`src/rtl/multicycle_controller.sv`:
```
// ---------------------------------------------------------------------------
// multicycle_controller
//
// Moore-style control FSM for the multicycle RV32I core. A single ALU, one
// unified instruction/data memory and the architectural registers (PC,
// OldPC, IR, ALUOut, Data) are shared across several cycles per instruction.
// This block sequences them by driving every datapath enable and mux select.
//
// Parameters:
//   WAIT_MEM    1 = FETCH/MEMREAD/MEMWRITE stall until mem_ready
//               0 = mem_ready is ignored and treated as always ready
//
// Ports:
//   clk           in   1  system clock, rising edge
//   reset         in   1  synchronous, active-high
//   opcode        in   7  IR[6:0]
//   funct3        in   3  IR[14:12]
//   funct7bit5    in   1  IR[30]
//   Zero          in   1  ALU result == 0
//   ALUbit31      in   1  ALU result MSB
//   mem_ready     in   1  memory access completes this cycle
//   PCWrite       out  1  load PC from Result
//   AdrSrc        out  1  memory address: 0 = PC, 1 = Result
//   MemWrite      out  1  memory write strobe
//   IRWrite       out  1  load IR and OldPC
//   ResultSrc     out  2  00 = ALUOut, 01 = Data, 10 = ALUResult
//   ALUSrcA       out  2  00 = PC, 01 = OldPC, 10 = rs1
//   ALUSrcB       out  2  00 = rs2, 01 = ImmExt, 10 = constant 4
//   ImmSrc        out  2  00 = I, 01 = S, 10 = B, 11 = J
//   RegWrite      out  1  register file write enable
//   ALUControl    out  3  000 add, 001 sub, 010 and, 011 or, 101 slt
//   state         out  4  current state, for debug
//   illegal_instr out  1  one-cycle pulse in DECODE for an unsupported opcode
// ---------------------------------------------------------------------------
module multicycle_controller #(
   parameter bit WAIT_MEM = 1'b1
) (
   input  logic       clk,
   input  logic       reset,
   input  logic [6:0] opcode,
   input  logic [2:0] funct3,
   input  logic       funct7bit5,
   input  logic       Zero,
   input  logic       ALUbit31,
   input  logic       mem_ready,
   output logic       PCWrite,
   output logic       AdrSrc,
   output logic       MemWrite,
   output logic       IRWrite,
   output logic [1:0] ResultSrc,
   output logic [1:0] ALUSrcA,
   output logic [1:0] ALUSrcB,
   output logic [1:0] ImmSrc,
   output logic       RegWrite,
   output logic [2:0] ALUControl,
   output logic [3:0] state,
   output logic       illegal_instr
);

   typedef enum logic [3:0] {
      FETCH    = 4'd0,
      DECODE   = 4'd1,
      MEMADR   = 4'd2,
      MEMREAD  = 4'd3,
      MEMWB    = 4'd4,
      MEMWRITE = 4'd5,
      EXECUTER = 4'd6,
      EXECUTEI = 4'd7,
      ALUWB    = 4'd8,
      BRANCH   = 4'd9,
      JAL      = 4'd10,
      JALR     = 4'd11,
      JALRWB   = 4'd12
   } stateT;

   typedef enum logic [1:0] {
      ALUOP_ADD   = 2'b00,
      ALUOP_SUB   = 2'b01,
      ALUOP_FUNCT = 2'b10
   } aluOpT;

   localparam logic [6:0] OP_LOAD   = 7'b0000011;
   localparam logic [6:0] OP_STORE  = 7'b0100011;
   localparam logic [6:0] OP_RTYPE  = 7'b0110011;
   localparam logic [6:0] OP_ITYPE  = 7'b0010011;
   localparam logic [6:0] OP_BRANCH = 7'b1100011;
   localparam logic [6:0] OP_JAL    = 7'b1101111;
   localparam logic [6:0] OP_JALR   = 7'b1100111;

   stateT currentState;
   stateT nextState;
   aluOpT aluOp;

   logic memReady;
   logic branchTaken;
   logic pcWriteRaw;
   logic irWriteRaw;
   logic memWriteRaw;
   logic regWriteRaw;

   // With WAIT_MEM cleared the memory is assumed to answer in one cycle, so
   // the handshake collapses to a constant and the stall arcs disappear.
   assign memReady = WAIT_MEM ? mem_ready : 1'b1;

   assign state = currentState;

   // State register. Reset is sampled on the clock edge and always lands in
   // FETCH, abandoning whatever instruction was in flight.
   always_ff @(posedge clk) begin
      if (reset) begin
         currentState <= FETCH;
      end else begin
         currentState <= nextState;
      end
   end

   // Next-state logic. The memory states hold until the handshake completes;
   // DECODE fans out on the opcode, and anything unrecognised (including the
   // three unused state codes) falls back to FETCH.
   always_comb begin
      nextState = FETCH;
      case (currentState)
         FETCH:    nextState = memReady ? DECODE : FETCH;
         DECODE: begin
            case (opcode)
               OP_LOAD, OP_STORE: nextState = MEMADR;
               OP_RTYPE:          nextState = EXECUTER;
               OP_ITYPE:          nextState = EXECUTEI;
               OP_BRANCH:         nextState = BRANCH;
               OP_JAL:            nextState = JAL;
               OP_JALR:           nextState = JALR;
               default:           nextState = FETCH;
            endcase
         end
         MEMADR:   nextState = opcode[5] ? MEMWRITE : MEMREAD;
         MEMREAD:  nextState = memReady ? MEMWB : MEMREAD;
         MEMWB:    nextState = FETCH;
         MEMWRITE: nextState = memReady ? FETCH : MEMWRITE;
         EXECUTER: nextState = ALUWB;
         EXECUTEI: nextState = ALUWB;
         ALUWB:    nextState = FETCH;
         BRANCH:   nextState = FETCH;
         JAL:      nextState = ALUWB;
         JALR:     nextState = JALRWB;
         JALRWB:   nextState = FETCH;
         default:  nextState = FETCH;
      endcase
   end

   // Branch decision from the flags of rs1 - rs2. Only the signed-looking
   // beq/bne/blt/bge encodings are honoured, using the raw MSB without any
   // overflow correction; the unsigned compares are never taken.
   always_comb begin
      branchTaken = 1'b0;
      case (funct3)
         3'b000:  branchTaken = Zero;
         3'b001:  branchTaken = ~Zero;
         3'b100:  branchTaken = ALUbit31;
         3'b101:  branchTaken = ~ALUbit31;
         default: branchTaken = 1'b0;
      endcase
   end

   // Per-state datapath controls. Everything defaults to zero so each state
   // only lists the fields it actually uses. The write strobes are produced
   // here in raw form and gated by reset further down.
   always_comb begin
      pcWriteRaw    = 1'b0;
      irWriteRaw    = 1'b0;
      memWriteRaw   = 1'b0;
      regWriteRaw   = 1'b0;
      AdrSrc        = 1'b0;
      ResultSrc     = 2'b00;
      ALUSrcA       = 2'b00;
      ALUSrcB       = 2'b00;
      aluOp         = ALUOP_ADD;
      illegal_instr = 1'b0;
      case (currentState)
         FETCH: begin
            ALUSrcB    = 2'b10;
            ResultSrc  = 2'b10;
            irWriteRaw = memReady;
            pcWriteRaw = memReady;
         end
         DECODE: begin
            ALUSrcA = 2'b01;
            ALUSrcB = 2'b01;
            case (opcode)
               OP_LOAD, OP_STORE, OP_RTYPE, OP_ITYPE,
               OP_BRANCH, OP_JAL, OP_JALR: illegal_instr = 1'b0;
               default:                    illegal_instr = 1'b1;
            endcase
         end
         MEMADR: begin
            ALUSrcA = 2'b10;
            ALUSrcB = 2'b01;
         end
         MEMREAD: begin
            AdrSrc = 1'b1;
         end
         MEMWB: begin
            ResultSrc   = 2'b01;
            regWriteRaw = 1'b1;
         end
         MEMWRITE: begin
            AdrSrc      = 1'b1;
            memWriteRaw = 1'b1;
         end
         EXECUTER: begin
            ALUSrcA = 2'b10;
            aluOp   = ALUOP_FUNCT;
         end
         EXECUTEI: begin
            ALUSrcA = 2'b10;
            ALUSrcB = 2'b01;
            aluOp   = ALUOP_FUNCT;
         end
         ALUWB: begin
            regWriteRaw = 1'b1;
         end
         BRANCH: begin
            ALUSrcA    = 2'b10;
            aluOp      = ALUOP_SUB;
            pcWriteRaw = branchTaken;
         end
         JAL: begin
            ALUSrcA    = 2'b01;
            ALUSrcB    = 2'b10;
            pcWriteRaw = 1'b1;
         end
         JALR: begin
            ALUSrcA    = 2'b10;
            ALUSrcB    = 2'b01;
            ResultSrc  = 2'b10;
            pcWriteRaw = 1'b1;
         end
         JALRWB: begin
            ALUSrcA     = 2'b01;
            ALUSrcB     = 2'b10;
            ResultSrc   = 2'b10;
            regWriteRaw = 1'b1;
         end
         default: begin
            pcWriteRaw = 1'b0;
         end
      endcase
   end

   // No architectural state may change in a reset cycle, even though the
   // state register still shows the abandoned state until the next edge.
   assign PCWrite  = pcWriteRaw  & ~reset;
   assign IRWrite  = irWriteRaw  & ~reset;
   assign MemWrite = memWriteRaw & ~reset;
   assign RegWrite = regWriteRaw & ~reset;

   // ALU control decode. Subtract for R-type funct3=000 needs both the
   // register form (opcode[5]) and funct7 bit 5, so addi with a stray
   // IR[30] still adds.
   always_comb begin
      ALUControl = 3'b000;
      case (aluOp)
         ALUOP_ADD: ALUControl = 3'b000;
         ALUOP_SUB: ALUControl = 3'b001;
         ALUOP_FUNCT: begin
            case (funct3)
               3'b000:  ALUControl = (opcode[5] & funct7bit5) ? 3'b001 : 3'b000;
               3'b010:  ALUControl = 3'b101;
               3'b110:  ALUControl = 3'b011;
               3'b111:  ALUControl = 3'b010;
               default: ALUControl = 3'b000;
            endcase
         end
         default:   ALUControl = 3'b000;
      endcase
   end

   // Immediate format follows the opcode in every state so the extender
   // output is already settled when DECODE computes the branch/jal target.
   always_comb begin
      ImmSrc = 2'b00;
      case (opcode)
         OP_STORE:  ImmSrc = 2'b01;
         OP_BRANCH: ImmSrc = 2'b10;
         OP_JAL:    ImmSrc = 2'b11;
         default:   ImmSrc = 2'b00;
      endcase
   end

endmodule

```
`config.mk`:
```
export PLATFORM = sky130hd
export DESIGN_NAME = multicycle_controller
export DESIGN_NICKNAME = d
export VERILOG_FILES = /design/src/rtl/multicycle_controller.sv
export SDC_FILE = /design/constraint.sdc
export NUM_CORES = 1
export LEC_CHECK = 0
export CORE_ASPECT_RATIO = 0.9
export CORE_MARGIN = 10
export CORE_UTILIZATION = 30
export CTS_BUF_LIST = sky130_fd_sc_hd__clkbuf_8
export CTS_CLUSTER_SIZE = 12
export DETAILED_ROUTE_END_ITERATION = 12
export GPL_TIMING_DRIVEN = 0
export PLACE_DENSITY = 0.76
export SYNTH_ARGS = -nofsm -noshare
export SYNTH_HDL_FRONTEND = slang
export SYNTH_SLANG_ARGS = --single-unit
```
`constraint.sdc`:
```
create_clock -name clk -period 1.7 [get_ports clk]
set_input_delay 0.34 -clock clk [delete_from_list [all_inputs] [get_ports clk]]
set_output_delay 0.34 -clock clk [all_outputs]
set_load 0.01 [all_outputs]
```
# Word-level counts from Yosys, hierarchy flattened
# Cells that the tools add are included.
op_classes:
  n_reduce_logical: 14
  muxes: 22
  bitwise: 8
  eq_ne: 27
op_table:
  columns: ["cell", "n"]
  rows:
  - ["$pmux W4 S7", 1]
  - ["$pmux W4 S6", 1]
  - ["$eq A7 B7 Y1 const B", 3]
  - ["$eq A4 B4 Y1 const B", 5]
  - ["$eq A4 B3 Y1 const B", 4]
  - ["$pmux W2 S2", 4]
  - ["$reduce_or A3 Y1", 5]
  - ["$eq A7 B6 Y1 const B", 2]
  - ["$eq A3 B3 Y1 const B", 4]
  - ["$pmux W3 S4", 1]
  - ["$mux W3", 3]
  - ["$eq A4 B2 Y1 const B", 2]
  - ["$mux W1", 8]
  - ["$reduce_or A2 Y1", 4]
  - ["$eq A7 B2 Y1 const B", 1]
  - ["$eq A7 B5 Y1 const B", 1]
  - ["$reduce_or A7 Y1", 1]
  - ["$pmux W2 S3", 1]
  - ["$pmux W3 S2", 1]
  - ["$and A1 B1 Y1", 5]
  - ["$reduce_or A5 Y1", 1]
  - ["$eq A4 B1 Y1 const B", 1]
  - ["$logic_not A4 Y1", 1]
  - ["$pmux W1 S4", 1]
  - ["8 further kinds", 10]
word_totals:
  input_bits: 16
  ff_bits: 4
  elab_cells: 72

# Longest topological paths before layout
logic_depth:
  word_depth: 5
  ltp_mapped: 7

# Worst setup path after synthesis
# OpenSTA, ideal clock, no wires.
synth_timing:
  path_kind: "register to output"
  start: "register currentState[3] (netlist: state[3])"
  end: "output port ALUControl[2]"
  slack_ns: -0.171
  required_time_ns: 1.360
  arrival_ns: 1.531
  stages_incl_launch_ff: 6
  path_cell_list: "dfxtp_1 -> buf_2 -> nand2b_1 -> nor2_1 -> ha_1 -> nor4_1"
synth_via:
  elab_chain_len: 5
synth_lines:
  columns: ["element", "line", "rtl"]
  rows:
  - ["start, declared", "90", "stateT currentState;"]
  - ["start signal, assigned", "113", "currentState <= nextState;"]
  - ["$eq A4 B3 Y1", "178", "case (currentState)"]
  - ["$reduce_or A2 Y1 (no source line)", null, null]
  - ["$pmux W2 S2 (*)", "178", null]
  - ["$eq A2 B2 Y1 / $eq A2 B1 Y1 (equally long branches)", "261", "case (aluOp)"]
  - ["$pmux W3 S2 (*)", "261", null]
  - ["end, declared", "55", "output logic [2:0] ALUControl,"]
# Every way passes the cells marked *; elsewhere a longest branch is shown, timed or not.

# Worst setup path after layout
# Same ends and word-level chain as after synthesis.

==> results.cfg <==
[outcome]
outcome = finished, violations left
violations = negative setup slack

[logic_synthesis]
synthMuxAreaShare = 0.0471
yosysTopAreaCell = dfxtp_1
synthTopCellsByCount = 12 x nor2_1, 9 x nand2_1, 8 x nor3_1, 6 x inv_1
synthCells = 100
synthFlopType = dfxtp_1
synth_most_common_cell = nor2_1
yosys.area_share.simple = 0.441
seq_area_frac_synth = 0.121
synth_xor_area_frac = 0.0264
synth_top_cell_area_share = 0.121
synth_area_per_cell_um2 = 6.64
synth.ff_latch_count = 4
synthAdderAreaFrac = 0.0377
synth_fp_nets = 118
synth_compound_area_frac = 0.243
synth_area_leaders = dfxtp_1 12%, nor2_1 6.8%, nor3_1 6.0%
synthArstFlopShare = 0
synth_top_family_by_area = simple AND/OR/NAND/NOR gates
syn-cell-area_um2 = 664
ys_warn_count = 0
synth_enable_flop_cells = 0
yosysUniqueCellTypes = 37

[worst_setup_path]
start_kind = flip-flop
critPathArrivalTime_ns = 1.56
crit_fanout = 4
worstSetupPathType = flip-flop to output pin
critPathCaptureType = output pin
cp.required_ns = 1.36

[timing]
final_max_slew_viol_count = 0
max_freq_mhz = 527
grt_setup_unrepaired = true
period_share = 1.12
max_slew_margin = 0.750
setup_viol = 9
layout_setup_ws_ns = -0.197
fin_crit_ns = 1.90
worst_slew_pin_slew_ns = 0.372
final_hold_viol_count = 0
whs_ns = 0.407
clock_skew_ns = 0.00121

[placed_design]
placedCellCount = 163
place_congestion = 0.830
portBuffers = 36
place_ws_ns = -0.840
dp.final_hpwl_um = 2020

[floorplanning]
die_w_um = 69.6
ios = 37
die_h_um = 64.6
core-area_mm2 = 0.00214
fp.dieArea_mm2 = 0.00450
initial_core_util = 0.310
rows = 16

[cts]
clkTransAtPathRegs_ns = 0.03
cts_buffers = 3
cts.sinks = 4
htree_levels = 1
cts_buffer_depth = 2
cts_tree = yes
clockRootBuffer = clkbuf_8
clkLatencyLatePin_ns = 0.22
ctsHoldBuffers = 0

[drt]
drtPass1Iterations = 4
vias = 1002
first_iter_violations = 38
vias_per_cell = 5.27
drc_errors = 0
wl_per_cell_um = 17.1
drt_wl_total_um = 3260
ant_nets = 0

[final_layout]
nets = 183
stdcell_count = 190
fill_cells = 168
antenna_cells = 0
area_growth_pct = 115
drive_gt1_frac = 0.558
largest_register_ffs = 4
utilization = 0.667

[pwr]
total_power_uw = 475
p_leak_uw = 0.000671
max-vdd-ir-drop_v = 0.000366
p_per_area_mw_per_mm2 = 332

[global_routing]
grt_pass1_vias = 993
grt_pass1_wl_um = 4440
grt_overflow = 0
grt_antenna_before_repair = 0
grt.total_usage = 0.116
grt_max_degree = 11

[min_path]
hold_path_class = primary input to flip-flop

[run]
drv_cap = 0
[cell type report]
cell class | instances | area [um^2] | share of cell area
buffer | 4 | 48.8 | 0.0342
clock buffer | 3 | 41.3 | 0.0289
inverter | 7 | 26.3 | 0.0184
multi-input combinational | 84 | 713 | 0.499
sequential | 4 | 95.1 | 0.0665
tap | 27 | 33.8 | 0.0236
timing repair buffer | 61 | 470 | 0.329
[through the flow]
step	cell area, um^2	setup TNS, ns
global placement	1080	-6.43
finish	1430	-0.928
CTS	1240	-0.751
global route	1430	-1.28
detailed placement	1080	-6.69
floorplan	683	0
[power breakdown]
| part | total, uW | switching, uW | internal, uW |
|---|---|---|---|
| Clock | 206 | 54.4 | 151 |
| Combinational | 175 | 85.9 | 89.0 |
| Sequential | 94.5 | 3.00 | 91.5 |
[path summary, 6_finish.rpt]
kind,startpoint,to,slack (ns),depth (start not counted)
worst min register to register,state[2]$_SDFF_PP0_,state[3]$_SDFF_PP0_,0.62,3
worst max register to register,state[3]$_SDFF_PP0_,state[3]$_SDFF_PP0_,0.17,6
worst max-delay path,state[3]$_SDFF_PP0_,ALUControl[2],-0.20,6
worst min-delay path,opcode[4],state[2]$_SDFF_PP0_,0.41,3
[metal layers]
layer / vias to the layer above / routed length (um) / global-route usage
met5: - / 0 / 0
met4: 0 / 27 / 0.0302
met3: 3 / 172 / 0.0259
met2: 30 / 1740 / 0.234
met1: 480 / 1320 / 0.118
li1: 489 / - / -
[placed cells by master, fill, tap and decap left out, types with 3 or more instances in the layout]
master,n
buf_6,6
nor2_1,8
a21oi_1,4
nor2_4,3
clkbuf_2,6
nor3_2,3
dlymetal6s2s_1,3
inv_1,5
clkbuf_8,3
a31oi_1,3
o21ai_0,3
nor2b_2,3
nor3_1,4
dfxtp_4,4
nand2_1,6
buf_2,12
buf_4,23
clkdlybuf4s50_1,5
dlygate4sd2_1,7
[worst max-delay path, stage by stage, from the launching register on]
cell and delay, ns:
dfxtp_4 0.34, buf_6 0.12, nand2b_4 0.15, nor2_4 0.14, ha_4 0.23, nor4_4 0.19, buf_2 0.17
[timing repair]
action | 4_1_cts | 5_1_grt
setup buffers | 10 | 15
pin swaps | 14 | 15
resized for setup | 102 | 48
setup endpoints to repair | 17 | 12
[logic make-up (layout without fill, tap and decap cells)]
group           after synthesis  in the layout
simple gates                 53             53
compound gates               24             24
buf+inv                      12             75
flops                         4              4
mux                           3              3
fa+ha+maj                     2              2
xor+xnor                      2              2
Note: power is estimated with default switching activity, not from simulation.
